`config.mk`:
```
export PLATFORM = sky130hd
export DESIGN_NAME = uart_tx
export DESIGN_NICKNAME = d
export VERILOG_FILES = /design/src/rtl/uart_tx.sv
export SDC_FILE = /design/constraint.sdc
export NUM_CORES = 1
export LEC_CHECK = 0
export CAP_MARGIN = 20
export CORE_AREA = 2 2 47 49
export CTS_BUF_LIST = sky130_fd_sc_hd__clkbuf_8 sky130_fd_sc_hd__clkbuf_16
export DETAILED_ROUTE_END_ITERATION = 10
export DIE_AREA = 0 0 49 51
export PLACE_DENSITY_LB_ADDON = 0.25
export RECOVER_POWER = 100
export SLEW_MARGIN = 20
export SYNTH_ARGS = -nofsm -noshare
export SYNTH_HDL_FRONTEND = slang
export SYNTH_SLANG_ARGS = --single-unit
export TNS_END_PERCENT = 10
```
`constraint.sdc`:
```
create_clock -name clk -period 2.43 [get_ports clk]
set_input_delay 0.243 -clock clk [delete_from_list [all_inputs] [get_ports clk]]
set_output_delay 0.243 -clock clk [all_outputs]
set_load 0.02 [all_outputs]
```
`src/rtl/uart_tx.sv`:
```
// UART transmitter: start bit, DATA_BITS data bits LSB first, stop bit on tx.
// Latency: tx falls in the cycle after the accepting edge; frame is (DATA_BITS+2)*CLKS_PER_BIT cycles.
// Backpressure: tx_ready is high only in IDLE, so one word is accepted per frame plus one idle cycle.
module uart_tx #(
   parameter int CLKS_PER_BIT = 16,
   parameter int DATA_BITS    = 8
) (
   input  logic                 clk,
   input  logic                 rst_n,
   input  logic [DATA_BITS-1:0] tx_data,
   input  logic                 tx_valid,
   output logic                 tx_ready,
   output logic                 tx,
   output logic                 busy
);

   // Cycle counter needs at least one bit even when each bit lasts one clock.
   localparam int CW = (CLKS_PER_BIT > 1) ? $clog2(CLKS_PER_BIT) : 1;
   localparam int BW = $clog2(DATA_BITS + 1);
   localparam logic [CW-1:0] CNT_LAST = CW'(CLKS_PER_BIT - 1);
   localparam logic [BW-1:0] BIT_LAST = BW'(DATA_BITS - 1);

   typedef enum logic [1:0] {
      S_IDLE  = 2'd0,
      S_START = 2'd1,
      S_DATA  = 2'd2,
      S_STOP  = 2'd3
   } state_t;

   state_t               state_q, state_d;
   logic [CW-1:0]        cnt_q, cnt_d;
   logic [BW-1:0]        bit_q, bit_d;
   logic [DATA_BITS-1:0] shift_q, shift_d;
   logic                 bit_end;

   // Last cycle of the current serial bit period.
   assign bit_end = (cnt_q == CNT_LAST);

   // State and datapath registers; reset abandons any frame in flight.
   always_ff @(posedge clk or negedge rst_n) begin
      if (!rst_n) begin
         state_q <= S_IDLE;
         cnt_q   <= '0;
         bit_q   <= '0;
         shift_q <= '0;
      end else begin
         state_q <= state_d;
         cnt_q   <= cnt_d;
         bit_q   <= bit_d;
         shift_q <= shift_d;
      end
   end

   // Next-state logic: accept in IDLE, then walk START -> DATA x DATA_BITS -> STOP.
   always_comb begin
      state_d = state_q;
      cnt_d   = cnt_q;
      bit_d   = bit_q;
      shift_d = shift_q;
      case (state_q)
         S_IDLE: begin
            // tx_ready is implied by IDLE, so tx_valid alone completes the handshake.
            if (tx_valid) begin
               shift_d = tx_data;
               cnt_d   = '0;
               state_d = S_START;
            end
         end
         S_START: begin
            if (bit_end) begin
               cnt_d   = '0;
               bit_d   = '0;
               state_d = S_DATA;
            end else begin
               cnt_d = cnt_q + CW'(1);
            end
         end
         S_DATA: begin
            if (bit_end) begin
               cnt_d   = '0;
               shift_d = shift_q >> 1;
               bit_d   = bit_q + BW'(1);
               if (bit_q == BIT_LAST) begin
                  state_d = S_STOP;
               end
            end else begin
               cnt_d = cnt_q + CW'(1);
            end
         end
         S_STOP: begin
            if (bit_end) begin
               cnt_d   = '0;
               state_d = S_IDLE;
            end else begin
               cnt_d = cnt_q + CW'(1);
            end
         end
         default: begin
            state_d = S_IDLE;
         end
      endcase
   end

   // Outputs decoded from registered state only; shift_q reaches tx only while in DATA.
   always_comb begin
      tx       = 1'b1;
      tx_ready = (state_q == S_IDLE);
      busy     = (state_q != S_IDLE);
      if (state_q == S_START) begin
         tx = 1'b0;
      end else if (state_q == S_DATA) begin
         tx = shift_q[0];
      end
   end

endmodule
```
==> results of run 1 <==
-- report_power, final --
group	switching, µW	total [µW]	internal [µW]
registers	1.57	305	304
logic	11.4	31.3	19.9
clock network	95.0	205	110
-- layer usage --
metal / global-route usage, % / wire length [µm] / vias to the layer above
met5: 0 / 0 / -
met4: 8.57 / 35 / 0
met3: 3.80 / 51 / 5
met2: 29.9 / 899 / 10
met1: 19.4 / 799 / 336
li1: - / - / 355
-- metrics by stage --
step / hold slack (ns) / util (%) / instance area, µm² / setup slack [ns]
finish: 0.503 / 58.6 / 1210 / 0.231
floorplan: -0.0526 / - / 1020 / 0.420
global route: 0.519 / 58.6 / 1210 / 0.154
CTS: 0.497 / 58.8 / 1210 / 0.301
detailed placement: 0.491 / 56.8 / 1170 / 0.370
global placement: 0.486 / 56.8 / 1170 / 0.392
-- cell families (layout without fill, tap and decap cells) --
family / after synthesis / count (layout) / synth area share [%]
AND/OR/NAND/NOR: 21 / 21 / 10.5
AO/OA/AOI/OAI: 19 / 19 / 14.2
flip-flops: 18 / 18 / 44.0
multiplexers: 15 / 15 / 16.3
buffers and inverters: 10 / 24 / 5.26
adder cells (fa/ha/maj): 8 / 8 / 9.78
-- cell usage in the layout, fill, tap and decap left out, types with 2 or more instances in the layout --
cell / instances
a21oi_1: 3
clkbuf_8: 3
clkdlybuf4s50_1: 9
dfrtp_1: 18
dlygate4sd3_1: 4
ha_1: 8
inv_1: 6
mux2_2: 13
mux2i_1: 2
nand2_1: 7
nand3_1: 3
nor2_1: 3
nor2b_1: 2
o21ai_0: 5
o31ai_1: 2
-- sequential cells by signal, indices dropped and copies added, names as in the netlist --
name	flops
bit_q	4
state_q	2
shift_q	8
cnt_q	4
-- final cells by class --
class                      count  area share (%)
clock buffer                   3            3.41
timing repair buffer          15            11.7
inverter                       6            1.86
multi-input combinational     63            42.9
sequential                    18            37.2
tap                           28            2.90
-- worst max-delay path, cell delays in order (launching register included) --
cell	delay (ns)
dfrtp_1	0.42
inv_1	0.14
ha_1	0.36
inv_1	0.12
dlygate4sd3_1	0.66
-- worst max-delay path by stage --
stage / from / depth (start not counted) / end
finish: state_q[0] / 4 / busy
global route: state_q[0] / 4 / busy
CTS: state_q[0] / 4 / tx
detailed placement: state_q[0] / 5 / shift_q[4]
global placement: state_q[0] / 5 / shift_q[2]
floorplan: state_q[0] / 7 / shift_q[1]
==> results.toml, run 1 <==
[run_status]
status = "complete, no violations"

[timing]
fin_skew_ns = 0.000713
rsz0062_at_grt = "no"
tns_ns = 0
worstMarginPinSlew_ns = 0.834
hold_violations = 0
fmax_mhz = 455
max-slew-margin-rel_pct = 44.2
slew_viol_final = 0
min_period_ns = 2.20
finalSetupViolCount = 0
post-route-period-util_pct = 90.5

[cells_and_area]
fill_cells = 192
syn_to_final_growth_pct = 18.2
n_antenna_cell = 0
register_area_um2 = 450
nNetsFinal = 126
drive_gt1_share_pct = 17.1
fin_cells = 133
multi_input_area_um2 = 519

[logic_synthesis]
synth.cell_area_mm2 = 0.00102
ys.flop_type = "dfrtp_1"
synthTopCellsByArea = "dfrtp_1 44%, mux2_2 14%, ha_1 9.8%"
synthCells = 91
synth_top_area_share_pct = 44.0
syn_avg_cell_area_um2 = 11.2
synth.most_common_cell = "dfrtp_1"
synth-edff-count = 0
yosysTopAreaCell = "dfrtp_1"
synthTopCellsByCount = "18 x dfrtp_1, 13 x mux2_2, 8 x ha_1, 7 x nand2_1, 6 x inv_1"
syn_nets = 110
ys_ff_latch = 18
seq_area_frac_synth_pct = 44.0
async_reset_ff_share_pct = 100
yosysUniqueCellTypes = 30
yosys_warnings = 0

[setup_path]
cp_max_fo = 9
r2r_start = "state_q[0]"
arrival_ns = 1.96
worstRegToRegCells = 5
crit_path_end_kind = "output port"
rr_endpoint = "shift_q[6]"
reg2reg_slack_ns = 0.35
critical_path_class = "reg2out"
critical_path.startpoint_type = "flop"
worstPathRequired_ns = 2.19

[grt]
grt_max_degree = 19
antenna_found_initial = 0
overflow = 0
grt_use_total_pct = 17.0
grt_pass1_vias = 726
grt_pass1_wl_um = 3170

[routing]
drc = 0
wl_per_cell_um = 13.4
drt_iter0_markers = 1
drt_wl_total_um = 1790
viasPerCell = 5.31
drt_pass1_iterations = 4
vias = 706
postRouteAntennaNets = 0

[clock_tree]
cts_buffers = 3
clockBufferDepth = 2
cts_num_sinks = 18
cts_tree = "done"
postCtsHoldBufs = 0
cts_root_buffer = "clkbuf_8"
clkLatencyLatePin_ns = 0.25
htree_levels = 1
post_cts_resize_count = 0
clk_pin_slew_ns = 0.06
cts_post_setup_buffers_inserted = 0

[place]
io_buffers = 13
dp_hpwl_um = 1330
routabilityCongestion = 0.693
dp_cells = 130

[min_path]
hold_depth = 1
hp-start = "shift_q[2]"
hold_class = "reg2reg"
hold_path_end = "shift_q[2]"

[floorplan]
die_h_um = 51
rows = 17
die_w_um = 49
die_area_mm2 = 0.00250
initial_core_util_pct = 49.6
ios = 14
core_mm2 = 0.00206

[flow_run]
cap_violations = 0

[power_and_ir_drop]
finalPower_uw = 542
peakVddDrop_mv = 0.364
power.density_mw_per_mm2 = 448
p_leak_uw = 0.000510
Note: power is estimated with default switching activity, not from simulation.
==> run 2: changes to the inputs <==
--- a/config.mk
+++ b/config.mk
@@ -16,4 +16,4 @@
 export SYNTH_ARGS = -nofsm -noshare
 export SYNTH_HDL_FRONTEND = slang
 export SYNTH_SLANG_ARGS = --single-unit
-export TNS_END_PERCENT = 10
+export TNS_END_PERCENT = 1
==> results of run 2 <==
The final DEF is identical to that of run 1; final timing and power are the same.
